===== config.mk =====
export PLATFORM = sky130hd
export DESIGN_NAME = wash_cycle_sequencer_flat
export DESIGN_NICKNAME = d
export VERILOG_FILES = /design/src/rtl/wash_cycle_sequencer_pkg.sv /design/src/rtl/wash_cycle_sequencer_if.sv /design/src/rtl/wash_cycle_sequencer_sec_tick.sv /design/src/rtl/wash_cycle_sequencer.sv /design/src/flat_wrapper.sv
export SDC_FILE = /design/constraint.sdc
export NUM_CORES = 1
export LEC_CHECK = 0
export CELL_PAD_IN_SITES_DETAIL_PLACEMENT = 0
export CELL_PAD_IN_SITES_GLOBAL_PLACEMENT = 1
export CORE_MARGIN = 5
export CORE_UTILIZATION = 43
export CTS_CLUSTER_DIAMETER = 120
export CTS_CLUSTER_SIZE = 40
export DETAILED_ROUTE_END_ITERATION = 7
export PLACE_DENSITY = 0.91
export SYNTH_ARGS = -nofsm -noshare
export SYNTH_HDL_FRONTEND = slang
export SYNTH_SLANG_ARGS = --single-unit

===== constraint.sdc =====
create_clock -name CLK100MHZ -period 2.4 [get_ports CLK100MHZ]
set_input_delay 0.48 -clock CLK100MHZ [delete_from_list [all_inputs] [get_ports CLK100MHZ]]
set_output_delay 0.48 -clock CLK100MHZ [all_outputs]
set_load 0.01 [all_outputs]

===== src/rtl/wash_cycle_sequencer_pkg.sv =====
// Shared types and default phase durations for the wash cycle sequencer.
// Build with SEQ_DOOR_PAUSE_EN defined to make SW[0] (door open) pause cycles.
package seq_pkg;

  typedef enum logic [2:0] {
    IDLE,
    FILL,
    WASH,
    RINSE,
    SPIN,
    DRY,
    FINISH,
    DONE
  } state_t;

  typedef enum logic [2:0] {
    NONE,
    NORMAL,
    DELICATE,
    HEAVY,
    DRYER
  } mode_t;

  localparam int unsigned TICK_DIV_D = 100_000_000;
  localparam int unsigned T_FILL_D   = 5;
  localparam int unsigned T_WASH_D   = 10;
  localparam int unsigned T_RINSE_D  = 5;
  localparam int unsigned T_SPIN_D   = 6;
  localparam int unsigned T_DRY_D    = 20;

  // Highest-numbered selector wins when several switches are up.
  function automatic mode_t decode_mode(
    input logic [4:1] sw
  );
    mode_t m;
    m = NONE;
    priority case (1'b1)
      sw[4]:   m = DRYER;
      sw[3]:   m = HEAVY;
      sw[2]:   m = DELICATE;
      sw[1]:   m = NORMAL;
      default: m = NONE;
    endcase
    return m;
  endfunction

endpackage


===== src/rtl/wash_cycle_sequencer_if.sv =====
// Panel/payment-side signal bundle of the wash cycle sequencer.
// master drives the switches and amount; slave is the sequencer.
interface wash_cycle_sequencer_if;
  logic       BTNR;
  logic [5:0] SW;
  logic [3:0] count;
  logic       bin;
  logic [2:0] phase;
  logic [7:0] secs_left;
  logic       hot;
  logic       busy;
  logic       done;

  modport master (
    output BTNR, SW, count,
    input  bin, phase, secs_left,
    input  hot, busy, done
  );

  modport slave (
    input  BTNR, SW, count,
    output bin, phase, secs_left,
    output hot, busy, done
  );
endinterface


===== src/rtl/wash_cycle_sequencer_sec_tick.sv =====
// One-second prescaler: counts 0..TICK_DIV-1 while enabled,
// pulses tick on the last count and wraps.
module sec_tick #(
  parameter int unsigned TICK_DIV = 100_000_000
) (
  input  logic clk,
  input  logic rst,
  input  logic en,
  input  logic clr,
  output logic tick
);

  localparam int W =
    (TICK_DIV > 1) ? $clog2(TICK_DIV) : 1;
  localparam logic [W-1:0] LAST =
    W'(TICK_DIV - 1);

  logic [W-1:0] cnt;

  assign tick = en && (cnt == LAST);

  always_ff @(posedge clk or posedge rst) begin
    if (rst)
      cnt <= '0;
    else if (clr)
      cnt <= '0;
    else if (en)
      cnt <= tick ? '0 : cnt + 1'b1;
  end

endmodule


===== src/rtl/wash_cycle_sequencer.sv =====
// Runs one paid wash or dry cycle and returns a borrow pulse on completion.
// Optional: SEQ_DOOR_PAUSE_EN makes SW[0] freeze a running cycle.
module wash_cycle_sequencer
  import seq_pkg::*;
#(
  parameter int unsigned TICK_DIV = TICK_DIV_D,
  parameter int unsigned T_FILL   = T_FILL_D,
  parameter int unsigned T_WASH   = T_WASH_D,
  parameter int unsigned T_RINSE  = T_RINSE_D,
  parameter int unsigned T_SPIN   = T_SPIN_D,
  parameter int unsigned T_DRY    = T_DRY_D
) (
  input logic CLK100MHZ,
  input logic BTNC,
  wash_cycle_sequencer_if.slave io
);

  state_t     state, state_n;
  mode_t      mode_q, mode_n, mode_sw;
  logic [7:0] secs_q, secs_n;
  logic       hot_q, hot_n;
  logic       bin_q;
  logic       btnr_q;
  logic       running, door, tick, clr;
  logic       start_ok;

`ifdef SEQ_DOOR_PAUSE_EN
  assign door = io.SW[0];
`else
  assign door = 1'b0;
`endif

  function automatic logic [7:0] dur(
    input state_t s,
    input mode_t  m
  );
    logic [7:0] d;
    d = 8'd0;
    case (s)
      FILL:  d = 8'(T_FILL);
      WASH:
        if (m == DELICATE)
          d = 8'(T_WASH / 2);
        else if (m == HEAVY)
          d = 8'(T_WASH + T_WASH / 2);
        else
          d = 8'(T_WASH);
      RINSE: d = 8'(T_RINSE);
      SPIN:
        d = (m == DELICATE) ?
          8'(T_SPIN / 2) : 8'(T_SPIN);
      DRY:   d = 8'(T_DRY);
      default: d = 8'd0;
    endcase
    return d;
  endfunction

  function automatic state_t after(
    input state_t s,
    input mode_t  m
  );
    state_t n;
    n = FINISH;
    case (s)
      FILL:  n = WASH;
      WASH:  n = (m == DELICATE) ? SPIN : RINSE;
      RINSE: n = SPIN;
      default: n = FINISH;
    endcase
    return n;
  endfunction

  assign running = state inside
    {FILL, WASH, RINSE, SPIN, DRY};
  assign mode_sw = decode_mode(io.SW[4:1]);

  assign start_ok =
    io.BTNR && !btnr_q && !door &&
    (mode_sw != NONE) &&
    (io.count != 4'd0) &&
    ((mode_sw != DRYER) || (io.count == 4'd2));

  sec_tick #(
    .TICK_DIV(TICK_DIV)
  ) u_tick (
    .clk  (CLK100MHZ),
    .rst  (BTNC),
    .en   (running && !door),
    .clr  (clr),
    .tick (tick)
  );

  always_comb begin
    state_n = state;
    secs_n  = secs_q;
    mode_n  = mode_q;
    hot_n   = hot_q;
    clr     = 1'b0;
    unique case (state)
      IDLE:
        if (start_ok) begin
          mode_n  = mode_sw;
          hot_n   = (io.count == 4'd2);
          clr     = 1'b1;
          state_n = (mode_sw == DRYER) ?
            DRY : FILL;
          secs_n  = dur(state_n, mode_sw);
        end
      FILL, WASH, RINSE, SPIN, DRY:
        if (tick) begin
          if (secs_q > 8'd1) begin
            secs_n = secs_q - 8'd1;
          end else begin
            state_n = after(state, mode_q);
            secs_n  = dur(state_n, mode_q);
          end
        end
      FINISH: begin
        state_n = DONE;
        secs_n  = 8'd0;
      end
      DONE:
        if (io.SW[4:1] == 4'b0000)
          state_n = IDLE;
      default: state_n = IDLE;
    endcase
  end

  always_ff @(posedge CLK100MHZ or posedge BTNC) begin
    if (BTNC) begin
      state  <= IDLE;
      mode_q <= NONE;
      secs_q <= 8'd0;
      hot_q  <= 1'b0;
      bin_q  <= 1'b0;
      btnr_q <= 1'b0;
    end else begin
      state  <= state_n;
      mode_q <= mode_n;
      secs_q <= secs_n;
      hot_q  <= hot_n;
      bin_q  <= (state_n == FINISH);
      btnr_q <= io.BTNR;
    end
  end

  assign io.phase     = state;
  assign io.secs_left = secs_q;
  assign io.hot       = hot_q;
  assign io.bin       = bin_q;
  assign io.busy      = running;
  assign io.done      = (state == DONE);

endmodule

===== src/flat_wrapper.sv =====
// flat-port wrapper written by rule: the top's interface ports become plain ports
module wash_cycle_sequencer_flat import seq_pkg::*;
#(
  parameter int unsigned TICK_DIV = TICK_DIV_D,
  parameter int unsigned T_FILL   = T_FILL_D,
  parameter int unsigned T_WASH   = T_WASH_D,
  parameter int unsigned T_RINSE  = T_RINSE_D,
  parameter int unsigned T_SPIN   = T_SPIN_D,
  parameter int unsigned T_DRY    = T_DRY_D
)
  (CLK100MHZ, BTNC, io_BTNR, io_SW, io_count, io_bin, io_phase, io_secs_left, io_hot, io_busy, io_done);
  wash_cycle_sequencer_if io_i ();
  input logic CLK100MHZ;
  input logic BTNC;
  input wire logic [$bits(io_i.BTNR)-1:0] io_BTNR;
  input wire logic [$bits(io_i.SW)-1:0] io_SW;
  input wire logic [$bits(io_i.count)-1:0] io_count;
  output wire logic [$bits(io_i.bin)-1:0] io_bin;
  output wire logic [$bits(io_i.phase)-1:0] io_phase;
  output wire logic [$bits(io_i.secs_left)-1:0] io_secs_left;
  output wire logic [$bits(io_i.hot)-1:0] io_hot;
  output wire logic [$bits(io_i.busy)-1:0] io_busy;
  output wire logic [$bits(io_i.done)-1:0] io_done;
  assign io_i.BTNR = io_BTNR;
  assign io_i.SW = io_SW;
  assign io_i.count = io_count;
  assign io_bin = io_i.bin;
  assign io_phase = io_i.phase;
  assign io_secs_left = io_i.secs_left;
  assign io_hot = io_i.hot;
  assign io_busy = io_i.busy;
  assign io_done = io_i.done;
  wash_cycle_sequencer #(.TICK_DIV(TICK_DIV), .T_FILL(T_FILL), .T_WASH(T_WASH), .T_RINSE(T_RINSE), .T_SPIN(T_SPIN), .T_DRY(T_DRY)) u_core (.CLK100MHZ(CLK100MHZ), .BTNC(BTNC), .io(io_i));
endmodule

==> results.toml <==
[yosys]
synth_most_common_cell = "o21ai_0"
mappedNetlistArea_um2 = 2570
ys_seq_area_share_pct = 42.8
yosys.area.top_type = "dfrtp_1"
syn_nets = 316
ys_top_cells_by_count = "o21ai_0, dfrtp_1, nand2_1, nor2_1, nand3_1"
ys_top_cells_by_area = "dfrtp_1, o21ai_0, nand2_1"
synth.avg_cell_area_um2 = 8.58
synth_top_flop_cell = "dfrtp_1"
ys_seq_elements = 44
postSynthCellCount = 300
synth.top_cell.area_share_pct = 42.8
synth-async-reset-ratio_pct = 100
synth_warnings = 0
ys_types = 53
synth-edff-count = 0

[setup_path]
r2r_cells = 7
r2r_start = "u_core.u_tick.cnt[11]"
required_ns = 2.58
end_kind = "flip-flop"
crit_fanout = 6
critPathLaunch = "io_count[0]"
cp-start-kind = "primary input"
r2r_slack_ns = 0.08
cp.arrival_ns = 2.55
rr_endpoint = "u_core.io.bin"
crit_type = "in -> reg"

[clocking]
clock_sinks = 44
cts_htree_levels = 2
holdBufCountCts = 0
cts_tree = "done"
clkTransAtPathRegs_ns = 0.08
clk_latency_ns = 0.29
root_buffer = "clkbuf_8"
clk_path_buf_depth = 2
cts_inserted_buffers = 5

[min_path]
min_to = "u_core.u_tick.cnt[24]"
hold_path_depth = 1
min_from = "u_core.u_tick.cnt[24]"
holdCritPathClass = "reg -> reg"

[power_and_ir_drop]
power_switching_mw = 1.44
ir_worst_vdd_v = 0.000478
p_leak_nw = 1.33
pwr-share-clk_pct = 14.8
p_seq_share_pct = 29.3
cell_internal_pwr_mw = 1.97
p_sw_share_pct = 42.1
combPwrFrac_pct = 55.9
p_total_mw = 3.41
power_density_nw_per_um2 = 1040

[drt]
drtPass1Iterations = 5
vias_per_cell = 5.84
routedWlPerCell_um = 15.4
ant_nets = 0
drt-total-wl_mm = 6.60
drtIter0Drc = 151
drc_errors = 0
vias = 2504

[cells_and_area]
n_antenna_cell = 0
postLayoutCellArea_um2 = 3270
syn_to_final_growth_pct = 27.0
seq_area_um2 = 1100
multiInputGateArea_um2 = 1420
nFillCells = 547
layout-drive-gt1-share_pct = 16.7
fin_nets = 370

[sta]
finalCriticalPeriod_ns = 2.36
tightestPinTransition_ns = 0.698
setup_viol_count_final = 0
maxSlewViolCount = 0
post-route-period-util_pct = 98.4
hold_violations = 0
finalSetupTns_ns = 0
rsz0062_at_grt = "true"
maxSlewHeadroom_pct = 53.2
skew_ns = 0.00790
fmax_mhz = 423

[global_route]
grt_pass1_vias = 2325
antenna_found_initial = 0
grt_pass1_wl_mm = 11.1
grt_max_degree = 28
overflow = 0
grt_usage_pct = 18.0

[floorplan]
dieArea_um2 = 7640
core.rowCount = 28
top_level_ports = 28
die_h_um = 87.4
start_util_pct = 43.8
fp.dieW_um = 87.4
core_um2 = 5890

[status]
status = "finished clean"

[placed_design]
placed_cell_area_um2 = 3130
globalplace.congestion = 0.815
dp_hpwl_mm = 4.66
io_buffers = 25

[flow_run]
cap_violations = 0
registers in the layout, summed over array words and instances (netlist names):
register,flops
u_core.u_tick.cnt,27
u_core.btnr_q,1
u_core.io.phase,3
u_core.mode_q,3
u_core.io.secs_left,8
u_core.io.bin,1
u_core.io.hot,1
layer usage:
layer | wire (µm) | GRT usage (%) | share of wire [%] | vias to the layer above
met4 | 51 | 3.21 | 0.77 | 0
met5 | 0 | 0 | 0 | -
met2 | 3120 | 29.0 | 47 | 78
met1 | 2990 | 25.3 | 45 | 1200
li1 | - | - | - | 1219
met3 | 431 | 3.50 | 6.5 | 7
worst max-delay path by stage:
stage / to / slack [ns] / cells after the start
final: u_core.io.secs_left[5] / 0.04 / 7
after global routing: u_core.io.bin / -0.1 / 7
after CTS: u_core.io.secs_left[5] / 0.006 / 7
after detailed placement: u_core.io.secs_left[5] / -0.31 / 7
after global placement: u_core.io.secs_left[0] / -0.25 / 6
after floorplan: u_core.io.secs_left[0] / 0.22 / 6
power by group through the flow:
stage / Sequential [mW] / Combinational (mW) / Clock, mW
global placement: 1.00 / 1.79 / 0
floorplan: 1.04 / 1.10 / 0
CTS: 0.997 / 1.83 / 0.525
global route: 1.02 / 2.12 / 0.547
detailed placement: 1.01 / 1.83 / 0
finish: 0.999 / 1.91 / 0.504
layout by cell type, fill, tap and decap left out, types with 2 or more instances in the layout:
cell type	Yosys	routed
xor2_1	4	4
and2_1	3	3
or4_1	2	2
nor3_2	2	3
and2_0	3	3
buf_4	0	34
nor3_1	6	5
clkdlybuf4s50_1	0	24
clkbuf_8	0	7
or4b_4	2	2
or3_1	4	4
nor4_1	7	5
o31ai_1	9	9
mux2i_1	3	3
nand2_1	33	33
and3_1	5	5
nor4_2	1	2
xnor2_1	4	4
nor3b_1	2	2
nand3_1	15	15
a21oi_1	11	11
nand4_1	8	8
nand2b_1	3	3
nor2_1	23	22
dfrtp_1	44	44
a31oi_1	10	10
ha_1	3	3
o211ai_1	2	2
o21ai_0	48	48
inv_1	7	6
through the flow:
stage / setup slack (ns) / hold WS (ns) / utilization (%) / std cells
after global placement: -0.255 / 0.464 / 53.2 / 421
after global routing: -0.0957 / 0.508 / 55.5 / 429
final: 0.0376 / 0.486 / 55.5 / 429
after floorplan: 0.221 / 0.438 / - / 300
after detailed placement: -0.312 / 0.467 / 53.2 / 421
after CTS: 0.00625 / 0.482 / 54.8 / 428
cells by family after synthesis:
logic type,synth area share [%]
AO/OA/AOI/OAI,21.9
XOR/XNOR,2.72
adder cells (fa/ha/maj),1.46
buffers and inverters,3.40
flip-flops,42.8
multiplexers,1.60
AND/OR/NAND/NOR,26.1
what timing repair did:
| item | in CTS | in global routing |
|---|---|---|
| pin swaps | 0 | 1 |
| resized for setup | 1 | 7 |
| endpoints found under the setup margin | 1 | 6 |
| setup buffers | 0 | 1 |
final cells by class:
class / count / area share (%)
Inverter: 8 / 0.918
Tap cell: 75 / 2.87
Timing Repair Buffer: 60 / 16.0
Sequential cell: 44 / 33.7
Multi-Input combinational cell: 235 / 43.6
Clock buffer: 7 / 2.95
worst max-delay path, cell delays in order:
cell and delay [ns]:
clkdlybuf4s50_1 0.42, or4b_4 0.56, o211a_1 0.16, a211o_4 0.37
nor4_2 0.34, xnor2_1 0.16, nor2_1 0.05
Note: power is estimated with default switching activity, not from simulation.
